### src/rtl/fcomp_arbiter_if.sv
// Signal bundle between the FPU issue logic, fcomp_arbiter and the shared fcomp unit.
// arb_err_o exists only when FCOMP_ARB_TIMEOUT_EN is defined.
interface fcomp_arbiter_if #(
  parameter int NUM_REQ        = 4,
  parameter int OPERAND_WIDTH  = 32,
  parameter int EXPONENT_WIDTH = 8,
  parameter int FRACTION_WIDTH = 23
);
  logic [NUM_REQ-1:0]               arb_req_i;
  logic [NUM_REQ*OPERAND_WIDTH-1:0] arb_op1_i;
  logic [NUM_REQ*OPERAND_WIDTH-1:0] arb_op2_i;
  logic [NUM_REQ-1:0]               arb_gnt_o;
  logic [NUM_REQ-1:0]               arb_done_o;
  logic [OPERAND_WIDTH-1:0]         arb_res_o;
  logic                             arb_busy_o;
  logic                             fcomp_en_o;
  logic                             fcomp_sign1_o;
  logic [EXPONENT_WIDTH-1:0]        fcomp_exp1_o;
  logic [FRACTION_WIDTH-1:0]        fcomp_frac1_o;
  logic                             fcomp_sign2_o;
  logic [EXPONENT_WIDTH-1:0]        fcomp_exp2_o;
  logic [FRACTION_WIDTH-1:0]        fcomp_frac2_o;
  logic [OPERAND_WIDTH-1:0]         fcomp_res_i;
  logic                             fcomp_ready_i;
`ifdef FCOMP_ARB_TIMEOUT_EN
  logic                             arb_err_o;
`endif

  // Arbiter side
  modport master (
    input  arb_req_i, arb_op1_i, arb_op2_i, fcomp_res_i, fcomp_ready_i,
    output arb_gnt_o, arb_done_o, arb_res_o, arb_busy_o, fcomp_en_o,
    output fcomp_sign1_o, fcomp_exp1_o, fcomp_frac1_o,
    output fcomp_sign2_o, fcomp_exp2_o, fcomp_frac2_o
`ifdef FCOMP_ARB_TIMEOUT_EN
    , output arb_err_o
`endif
  );

  // Requester / fcomp side
  modport slave (
    output arb_req_i, arb_op1_i, arb_op2_i, fcomp_res_i, fcomp_ready_i,
    input  arb_gnt_o, arb_done_o, arb_res_o, arb_busy_o, fcomp_en_o,
    input  fcomp_sign1_o, fcomp_exp1_o, fcomp_frac1_o,
    input  fcomp_sign2_o, fcomp_exp2_o, fcomp_frac2_o
`ifdef FCOMP_ARB_TIMEOUT_EN
    , input arb_err_o
`endif
  );
endinterface

### src/rtl/fcomp_arbiter.sv
// Round-robin sequencer sharing one fcomp unit among NUM_REQ requesters.
// Optional ISSUE watchdog enabled by defining FCOMP_ARB_TIMEOUT_EN.
module fcomp_arbiter #(
  parameter int NUM_REQ        = 4,
  parameter int OPERAND_WIDTH  = 32,
  parameter int EXPONENT_WIDTH = 8,
  parameter int FRACTION_WIDTH = 23,
  parameter int TIMEOUT_CYCLES = 16
) (
  input  logic           fpu_clk,
  input  logic           fpu_rst,
  fcomp_arbiter_if.master arb
);
  localparam int OP_W  = OPERAND_WIDTH;
  localparam int PTR_W = $clog2(NUM_REQ);
  localparam logic [NUM_REQ-1:0] GNT_ONE  = {{(NUM_REQ-1){1'b0}}, 1'b1};
  localparam logic [NUM_REQ-1:0] GNT_NONE = {NUM_REQ{1'b0}};

  if (NUM_REQ < 2 || TIMEOUT_CYCLES < 1) begin : g_bad_cfg
    $error("fcomp_arbiter: NUM_REQ must be >= 2 and TIMEOUT_CYCLES >= 1");
  end

  typedef enum logic [1:0] {IDLE = 2'd0, ISSUE = 2'd1, DONE = 2'd2} state_e;

  state_e             state_q, state_d;
  logic [PTR_W-1:0]   ptr_q, ptr_d;
  logic [NUM_REQ-1:0] gnt_q, gnt_d;
  logic [OP_W-1:0]    op1_q, op1_d;
  logic [OP_W-1:0]    op2_q, op2_d;
  logic [OP_W-1:0]    res_q, res_d;
  logic [PTR_W-1:0]   win_idx;
  logic [PTR_W-1:0]   scan_idx;
  logic               win_vld;
`ifdef FCOMP_ARB_TIMEOUT_EN
  localparam int CNT_W = $clog2(TIMEOUT_CYCLES + 1);
  logic [CNT_W-1:0]   cnt_q, cnt_d;
  logic               err_q, err_d;
`endif

  // Round-robin search: scanning offsets high-to-low lets the nearest set bit after ptr win.
  always_comb begin
    win_vld  = 1'b0;
    win_idx  = ptr_q;
    scan_idx = ptr_q;
    for (int i = NUM_REQ; i >= 1; i--) begin
      scan_idx = PTR_W'((int'(ptr_q) + i) % NUM_REQ);
      win_idx  = arb.arb_req_i[scan_idx] ? scan_idx : win_idx;
      win_vld  = win_vld | arb.arb_req_i[scan_idx];
    end
  end

  // Next-state, grant and operand/result capture
  always_comb begin
    state_d = state_q;
    ptr_d   = ptr_q;
    gnt_d   = gnt_q;
    op1_d   = op1_q;
    op2_d   = op2_q;
    res_d   = res_q;
`ifdef FCOMP_ARB_TIMEOUT_EN
    cnt_d   = cnt_q;
    err_d   = 1'b0;
`endif
    case (state_q)
      IDLE: begin
        if (win_vld) begin
          state_d = ISSUE;
          ptr_d   = win_idx;
          gnt_d   = GNT_ONE << win_idx;
          op1_d   = arb.arb_op1_i[win_idx*OP_W +: OP_W];
          op2_d   = arb.arb_op2_i[win_idx*OP_W +: OP_W];
`ifdef FCOMP_ARB_TIMEOUT_EN
          cnt_d   = {CNT_W{1'b0}};
`endif
        end else begin
          gnt_d = GNT_NONE;
        end
      end
      ISSUE: begin
        if (arb.fcomp_ready_i) begin
          res_d   = arb.fcomp_res_i;
          state_d = DONE;
        end else begin
`ifdef FCOMP_ARB_TIMEOUT_EN
          // Give up after the watchdog limit; the old result stays on arb_res_o.
          cnt_d = cnt_q + CNT_W'(1);
          if (cnt_d == CNT_W'(TIMEOUT_CYCLES)) begin
            state_d = DONE;
            err_d   = 1'b1;
          end else begin
            state_d = ISSUE;
          end
`else
          state_d = ISSUE;
`endif
        end
      end
      DONE: begin
        state_d = IDLE;
        gnt_d   = GNT_NONE;
      end
      default: begin
        state_d = IDLE;
        gnt_d   = GNT_NONE;
      end
    endcase
  end

  // State and datapath registers
  always_ff @(posedge fpu_clk or posedge fpu_rst) begin
    if (fpu_rst) begin
      state_q <= IDLE;
      ptr_q   <= PTR_W'(NUM_REQ - 1);
      gnt_q   <= GNT_NONE;
      op1_q   <= {OP_W{1'b0}};
      op2_q   <= {OP_W{1'b0}};
      res_q   <= {OP_W{1'b0}};
`ifdef FCOMP_ARB_TIMEOUT_EN
      cnt_q   <= {CNT_W{1'b0}};
      err_q   <= 1'b0;
`endif
    end else begin
      state_q <= state_d;
      ptr_q   <= ptr_d;
      gnt_q   <= gnt_d;
      op1_q   <= op1_d;
      op2_q   <= op2_d;
      res_q   <= res_d;
`ifdef FCOMP_ARB_TIMEOUT_EN
      cnt_q   <= cnt_d;
      err_q   <= err_d;
`endif
    end
  end

  assign arb.arb_gnt_o     = gnt_q;
  assign arb.arb_done_o    = (state_q == DONE) ? gnt_q : GNT_NONE;
  assign arb.arb_res_o     = res_q;
  assign arb.arb_busy_o    = (state_q != IDLE);
  assign arb.fcomp_en_o    = (state_q == ISSUE);
  assign arb.fcomp_sign1_o = op1_q[OP_W-1];
  assign arb.fcomp_exp1_o  = op1_q[OP_W-2 -: EXPONENT_WIDTH];
  assign arb.fcomp_frac1_o = op1_q[FRACTION_WIDTH-1:0];
  assign arb.fcomp_sign2_o = op2_q[OP_W-1];
  assign arb.fcomp_exp2_o  = op2_q[OP_W-2 -: EXPONENT_WIDTH];
  assign arb.fcomp_frac2_o = op2_q[FRACTION_WIDTH-1:0];
`ifdef FCOMP_ARB_TIMEOUT_EN
  assign arb.arb_err_o     = err_q;
`endif
endmodule

### src/flat_wrapper.sv
// flat-port wrapper written by rule: the top's interface ports become plain ports
module fcomp_arbiter_flat 
#(
  parameter int NUM_REQ        = 4,
  parameter int OPERAND_WIDTH  = 32,
  parameter int EXPONENT_WIDTH = 8,
  parameter int FRACTION_WIDTH = 23,
  parameter int TIMEOUT_CYCLES = 16
)
  (fpu_clk, fpu_rst, arb_arb_req_i, arb_arb_op1_i, arb_arb_op2_i, arb_fcomp_res_i, arb_fcomp_ready_i, arb_arb_gnt_o, arb_arb_done_o, arb_arb_res_o, arb_arb_busy_o, arb_fcomp_en_o, arb_fcomp_sign1_o, arb_fcomp_exp1_o, arb_fcomp_frac1_o, arb_fcomp_sign2_o, arb_fcomp_exp2_o, arb_fcomp_frac2_o);
  fcomp_arbiter_if #(.NUM_REQ(NUM_REQ), .OPERAND_WIDTH(OPERAND_WIDTH), .EXPONENT_WIDTH(EXPONENT_WIDTH), .FRACTION_WIDTH(FRACTION_WIDTH)) arb_i ();
  input  logic fpu_clk;
  input  logic fpu_rst;
  input wire logic [$bits(arb_i.arb_req_i)-1:0] arb_arb_req_i;
  input wire logic [$bits(arb_i.arb_op1_i)-1:0] arb_arb_op1_i;
  input wire logic [$bits(arb_i.arb_op2_i)-1:0] arb_arb_op2_i;
  input wire logic [$bits(arb_i.fcomp_res_i)-1:0] arb_fcomp_res_i;
  input wire logic [$bits(arb_i.fcomp_ready_i)-1:0] arb_fcomp_ready_i;
  output wire logic [$bits(arb_i.arb_gnt_o)-1:0] arb_arb_gnt_o;
  output wire logic [$bits(arb_i.arb_done_o)-1:0] arb_arb_done_o;
  output wire logic [$bits(arb_i.arb_res_o)-1:0] arb_arb_res_o;
  output wire logic [$bits(arb_i.arb_busy_o)-1:0] arb_arb_busy_o;
  output wire logic [$bits(arb_i.fcomp_en_o)-1:0] arb_fcomp_en_o;
  output wire logic [$bits(arb_i.fcomp_sign1_o)-1:0] arb_fcomp_sign1_o;
  output wire logic [$bits(arb_i.fcomp_exp1_o)-1:0] arb_fcomp_exp1_o;
  output wire logic [$bits(arb_i.fcomp_frac1_o)-1:0] arb_fcomp_frac1_o;
  output wire logic [$bits(arb_i.fcomp_sign2_o)-1:0] arb_fcomp_sign2_o;
  output wire logic [$bits(arb_i.fcomp_exp2_o)-1:0] arb_fcomp_exp2_o;
  output wire logic [$bits(arb_i.fcomp_frac2_o)-1:0] arb_fcomp_frac2_o;
  assign arb_i.arb_req_i = arb_arb_req_i;
  assign arb_i.arb_op1_i = arb_arb_op1_i;
  assign arb_i.arb_op2_i = arb_arb_op2_i;
  assign arb_i.fcomp_res_i = arb_fcomp_res_i;
  assign arb_i.fcomp_ready_i = arb_fcomp_ready_i;
  assign arb_arb_gnt_o = arb_i.arb_gnt_o;
  assign arb_arb_done_o = arb_i.arb_done_o;
  assign arb_arb_res_o = arb_i.arb_res_o;
  assign arb_arb_busy_o = arb_i.arb_busy_o;
  assign arb_fcomp_en_o = arb_i.fcomp_en_o;
  assign arb_fcomp_sign1_o = arb_i.fcomp_sign1_o;
  assign arb_fcomp_exp1_o = arb_i.fcomp_exp1_o;
  assign arb_fcomp_frac1_o = arb_i.fcomp_frac1_o;
  assign arb_fcomp_sign2_o = arb_i.fcomp_sign2_o;
  assign arb_fcomp_exp2_o = arb_i.fcomp_exp2_o;
  assign arb_fcomp_frac2_o = arb_i.fcomp_frac2_o;
  fcomp_arbiter #(.NUM_REQ(NUM_REQ), .OPERAND_WIDTH(OPERAND_WIDTH), .EXPONENT_WIDTH(EXPONENT_WIDTH), .FRACTION_WIDTH(FRACTION_WIDTH), .TIMEOUT_CYCLES(TIMEOUT_CYCLES)) u_core (.fpu_clk(fpu_clk), .fpu_rst(fpu_rst), .arb(arb_i));
endmodule
### config.mk
export PLATFORM = sky130hd
export DESIGN_NAME = fcomp_arbiter_flat
export DESIGN_NICKNAME = d
export VERILOG_FILES = /design/src/rtl/fcomp_arbiter_if.sv /design/src/rtl/fcomp_arbiter.sv /design/src/flat_wrapper.sv
export SDC_FILE = /design/constraint.sdc
export NUM_CORES = 1
export LEC_CHECK = 0
export CAP_MARGIN = 20
export CORE_AREA = 3 3 154 156
export CTS_CLUSTER_SIZE = 40
export DETAILED_ROUTE_END_ITERATION = 12
export DIE_AREA = 0 0 157 159
export PLACE_DENSITY = 0.6
export SYNTH_ARGS = -nofsm -noshare
export SYNTH_HDL_FRONTEND = slang
export SYNTH_SLANG_ARGS = --single-unit
### constraint.sdc
create_clock -name fpu_clk -period 6 [get_ports fpu_clk]
set_clock_uncertainty 0.05 [all_clocks]
set_input_delay 0.6 -clock fpu_clk [delete_from_list [all_inputs] [get_ports fpu_clk]]
set_output_delay 0.6 -clock fpu_clk [all_outputs]
set_load 0.02 [all_outputs]
* Word-level counts from Yosys, hierarchy flattened
Index checks and enable logic that the tools add are counted.
** Word-level totals
- Word-level logic and storage cells :: 45
- Input bits :: 295
- Output and inout port bits :: 106
- Register bits after elaboration :: 104
** Cells by class
- Bitwise gates (word level) :: 3
- Eq/ne operators :: 3
- Add/sub/neg operators :: 4
- Mux-type cells :: 18
- Reductions and logical operators :: 4
- Magnitude comparators :: 4
- Shift-type cells :: 3
** Operator list (number)
- variable part select 128 x 8 -> 32 bit :: 2
- < comparator 2 x 3 -> 1 bit, second input constant :: 4
- two-way mux 2 bit :: 6
- binary-select mux 1 bit (select 2 bit) :: 4
- two-way mux 4 bit :: 2
- case mux 4 bit (2 select lines) :: 1
- adder 2 x 1 -> 2 bit, second input constant :: 2
- adder 2 bit, second input constant :: 2
- two-way mux 1 bit :: 4
- case mux 2 bit (2 select lines) :: 1
- AND reduction 2 bit :: 2
- left shift 1 x 2 -> 4 bit, first input constant :: 1
- OR 1 bit :: 3
- == test 2 x 1 -> 1 bit, second input constant :: 1
- == test 2 bit, second input constant :: 1
- logical NOT 2 bit :: 1
- inequality test 2 x 1 -> 1 bit, second input constant :: 1
- nonzero test 2 bit :: 1

* Logic depth before layout (Yosys ltp)
- Depth in word-level cells :: 10
- Gate-level depth with buffers :: 8
- Gate-level depth less buffers :: 5

* Least setup slack after synthesis
OpenSTA, ideal clock, no wires.
- Path kind :: register to register
- From :: register u_core.ptr_q[1]
- To :: register u_core.op1_q[10]
- Data arrival time :: 2.017 ns
- Stages on the path, launching flop included :: 9
- Data required time :: 5.863 ns
- Buffers on the path :: 3
- Slack :: 3.846 ns
- Clock period less this slack :: 2.154 ns
- Cell sequence :: dfstp_2 -> buf_2 -> mux2i_1 -> nor2_1 -> a311oi_4 -> buf_6 -> buf_4 -> mux2_1 -> o211ai_1
** On the way
- Word-level cells in the longest chain between the ends :: 8
- Elaborated cells between the ends (all ways) :: 21
- Those cells by class :: add/sub (4); shift (1); mux (12); bitwise (3); reduce/logical (1)
** RTL lines
- from (decl) :: line fcomp_arbiter.sv:26 : logic [PTR_W-1:0] ptr_q, ptr_d;
- from (signal assigned) :: line fcomp_arbiter.sv:113 : ptr_q <= PTR_W'(NUM_REQ - 1);
- from (signal assigned) :: line fcomp_arbiter.sv:124 : ptr_q <= ptr_d;
- adder 2 x 1 -> 2 bit :: line fcomp_arbiter.sv:46 : scan_idx = PTR_W'((int'(ptr_q) + i) % NUM_REQ);
- binary-select mux 1 bit (select 2 bit) :: line fcomp_arbiter.sv:47, fcomp_arbiter.sv:48
- two-way mux 1 bit (not written as such) :: line fcomp_arbiter.sv:47, fcomp_arbiter.sv:48
- two-way mux 2 bit (4 in series) :: line fcomp_arbiter.sv:47 : win_idx = arb.arb_req_i[scan_idx] ? scan_idx : win_idx;
- variable part select 128 x 8 -> 32 bit :: line fcomp_arbiter.sv:70 : op1_d = arb.arb_op1_i[win_idx*OP_W +: OP_W];
- to (signal assigned) :: line fcomp_arbiter.sv:115 : op1_q <= {OP_W{1'b0}};
- to (signal assigned) :: line fcomp_arbiter.sv:126 : op1_q <= op1_d;
- to (decl) :: line fcomp_arbiter.sv:28 : logic [OP_W-1:0] op1_q, op1_d;
Several ways; a longest one is shown, not always the timed one. The select of a mux whose other input is x is not followed.
A chain may end at the register's enable or synchronous reset.

* Final worst setup path
- From :: input arb_arb_req_i[1]
- To :: register u_core.op1_q[22]
** On the way
- Word-level cells in the longest chain between the ends :: 7
- Elaborated cells between the ends (all ways) :: 17
- Those cells by class :: shift (1); mux (12); bitwise (3); reduce/logical (1)
** RTL lines
- from (decl) :: line flat_wrapper.sv:14 : input wire logic [$bits(arb_i.arb_req_i)-1:0] arb_arb_req_i;
- binary-select mux 1 bit (select 2 bit) :: line fcomp_arbiter.sv:47, fcomp_arbiter.sv:48
- two-way mux 1 bit (not written as such) :: line fcomp_arbiter.sv:47, fcomp_arbiter.sv:48
- two-way mux 2 bit (4 in series) :: line fcomp_arbiter.sv:47
- variable part select 128 x 8 -> 32 bit :: line fcomp_arbiter.sv:70
Several ways; a longest one is shown, not always the timed one. The select of a mux whose other input is x is not followed.

==> impl_metrics.toml <==
[synth]
synth-compound-area-share = 0.0910
ys_top_cells_by_area = "dfrtp_1 (41%), mux2_2 (15%), mux2i_1 (10%)"
synth.ff_latch_count = 104
syn-instance-count = 621
multiplexer_share_of_the_synthesized_area = 0.277
synth_top_family_by_area = "multiplexers"
postSynth.topFlopCell = "dfrtp_1"
synthesis.nets = 916
yosysUniqueCellTypes = 30
parity_gate_share_of_the_synthesized_area_counting_xor_and_xnor_cells = 0
yosysTopAreaCellShare = 0.408
syn-cell-area_sq_um = 6260
yosysMostFrequentCell = "nand3_1"
synth_adder_area_share = 0
number_of_enable_flip_flop_cells_after_synthesis = 0
synth_warnings = 0
yosys.area_share.simple = 0.162
synth.yosys.seq_area_share = 0.416
synthTopCellsByCount = "nand3_1 (128), dfrtp_1 (102), mux2_2 (85)"
synth_top_cell_by_area = "dfrtp_1"
syn_area_per_cell_sq_um = 10.1
postSynth.asyncResetShare = 1.00

[floorplan]
initial_core_util = 0.278
core_area_sq_um = 22500
ios = 401
die-area_sq_um = 25000
die_height_um = 159
floorplan.die.width_um = 157
floorplan.rows = 55

[setup_path]
start_kind = "input pin"
endpoint_kind_of_the_worst_setup_timing_path = "flip-flop"
data_arrival_time_at_the_worst_slack_endpoint_ns = 3.29
setup.worst_path.class = "in2reg"
timing.reg2reg.setup_slack_ns = 3.09
worst-path-max-fanout = 91
crit_required_ns = 6.23

[grt]
grtUsageTotal = 0.187
grt_overflow_total = 0
first_global_vias = 6364
grt_start_max_net_pins = 98
grt_pass1_wl_mm = 36.7
antenna_violations_before_repair = 0

[clocking]
clock-sinks = 104
cts.hold.buffers_added = 0
cts_root_buf = "clkbuf_16"
clock_latency_on_the_worst_skew_pair_ns = 0.36
tritoncts = "built"
total_cts_buffers = 9
cts.reportedPaths.clkPinSlew_ns = 0.08
cts_max_path_buffers = 2
postCtsResizedCells = 0
h-tree-depth = 3
post_cts.repair.setup_buffers = 0

[routing]
drcViolationCount = 0
postRouteWirelength_mm = 24.6
drtIter0Drc = 246
first_drt_pass_iteration_count = 6
via_count = 6158
wire_per_inst_um = 19.3
drt.antenna.violating_nets = 0
viasPerCell = 4.85

[final_layout]
fin_cells = 1271
antenna_cells_inserted = 0
post-route-util = 0.477
fillCellCount = 2174
fin_nets = 1276
multi_input_comb_area_sq_um = 3330
seq_area_sq_um = 2610
areaGrowthSynthToFinish_pct = 71.4
layout-drive-gt1-share = 0.122
postLayoutCellArea_sq_um = 10700

[place]
placement.cell_area_sq_um = 10400
place.detailed.hpwl_mm = 18.1
buffer_ports.inserted = 400
gp_routability_congestion = 0.781
placed_cells_incl_taps = 1255

[sta]
final_min_period_over_clock_period = 0.510
totalNegativeSetupSlack_ns = 0
timing.final.max_slew_violations = 0
worst_slew_margin_rel = 0.376
worst-slew-pin-transition_ns = 0.936
max_freq_ghz = 0.327
rsz0062_at_grt = "false"
hold_violations = 0
finalSetupViolations = 0
finalCriticalPeriod_ns = 3.06
worst_hold_slack_ns = 0.448

[hold_path]
worst_hold_path_type = "reg2reg"

[power_and_ir_drop]
power_per_cell_area_nw_per_um2 = 471
p_leak_nw = 4.16
vdd.ir_drop.worst_mv = 0.366

[run_status]
outcome = "completed"

[run]
drv.max_cap_violation_count = 0
## critical path, cell delays in order
cell	delay, ns
clkdlybuf4s50_1	0.50
a21o_1	0.22
a31oi_4	0.15
buf_4	0.39
buf_4	0.78
nand3_1	0.18
mux2_2	0.30
o211ai_1	0.08
## metal layers
layer  global-route usage  wire (um)
met1                0.224       9850
met4               0.0350        241
met2                0.323      11900
met5                    0          0
met3               0.0680       2590
## final timing paths
check,cells past startpoint,end,from
setup / recovery,8,u_core.op1_q[22],arb_arb_req_i[1]
hold / removal,2,u_core.op1_q[18],u_core.op1_q[18]
setup reg to reg,7,u_core.op1_q[22],u_core.ptr_q[1]
hold reg to reg,2,u_core.op1_q[18],u_core.op1_q[18]
max in group asynchronous,3,u_core.op2_q[27],fpu_rst
min in group asynchronous,2,u_core.arb.arb_res_o[24],fpu_rst
## layout make-up
class                   count  area share
clock buffers               9      0.0210
clock inverters             7     0.00922
inverters                   4     0.00163
multi-input cells         452       0.311
flip-flops and latches    104       0.243
well taps                 285      0.0332
repair buffers            410       0.381
## power breakdown
group / total [mW] / leakage (nW) / internal, mW / switching [mW]
logic: 3.14 / 2.74 / 1.46 / 1.68
clock network: 0.659 / 0.157 / 0.311 / 0.349
registers: 1.26 / 1.26 / 1.06 / 0.193
## cells in the final DEF, fill, tap and decap left out, types with 2 or more instances in the layout
master           netlist  routed
clkdlybuf4s50_1        0     400
nand3_1              128     128
dfrtp_1              102     102
mux2_2                85      85
nand2_1               72      72
mux2i_1               65      65
o211ai_1              64      64
mux2_1                11      11
clkbuf_16              0       9
buf_4                  2       9
o21ai_0                4       4
and2_1                 4       4
inv_1                  4       3
nand2b_1               4       3
inv_8                  0       3
nor2b_1                2       2
or2_2                  2       2
clkinv_8               0       2
inv_12                 0       2
dfstp_2                2       2
## flip-flops by register name (all words and copies together), names as in the netlist
signal and cells:
u_core.op1_q 32, u_core.op2_q 32, u_core.arb.arb_res_o 32, u_core.arb.arb_gnt_o 4, u_core.state_q 2, u_core.ptr_q 2
## through the flow
step | power [mW] | setup WS [ns]
final | 5.05 | 2.94
after global routing | 5.38 | 2.75
after CTS | 5.13 | 2.92
after detailed placement | 4.45 | 2.53
after global placement | 4.42 | 2.55
after floorplan | 3.19 | 2.62
## kinds of logic (layout without fill, tap and decap cells)
kind of cell | count (synthesis) | count (layout)
simple gates | 217 | 217
buf+inv | 65 | 430
compound gates | 74 | 74
mux | 161 | 161
flops | 104 | 104
Note: power is estimated with default switching activity, not from simulation.
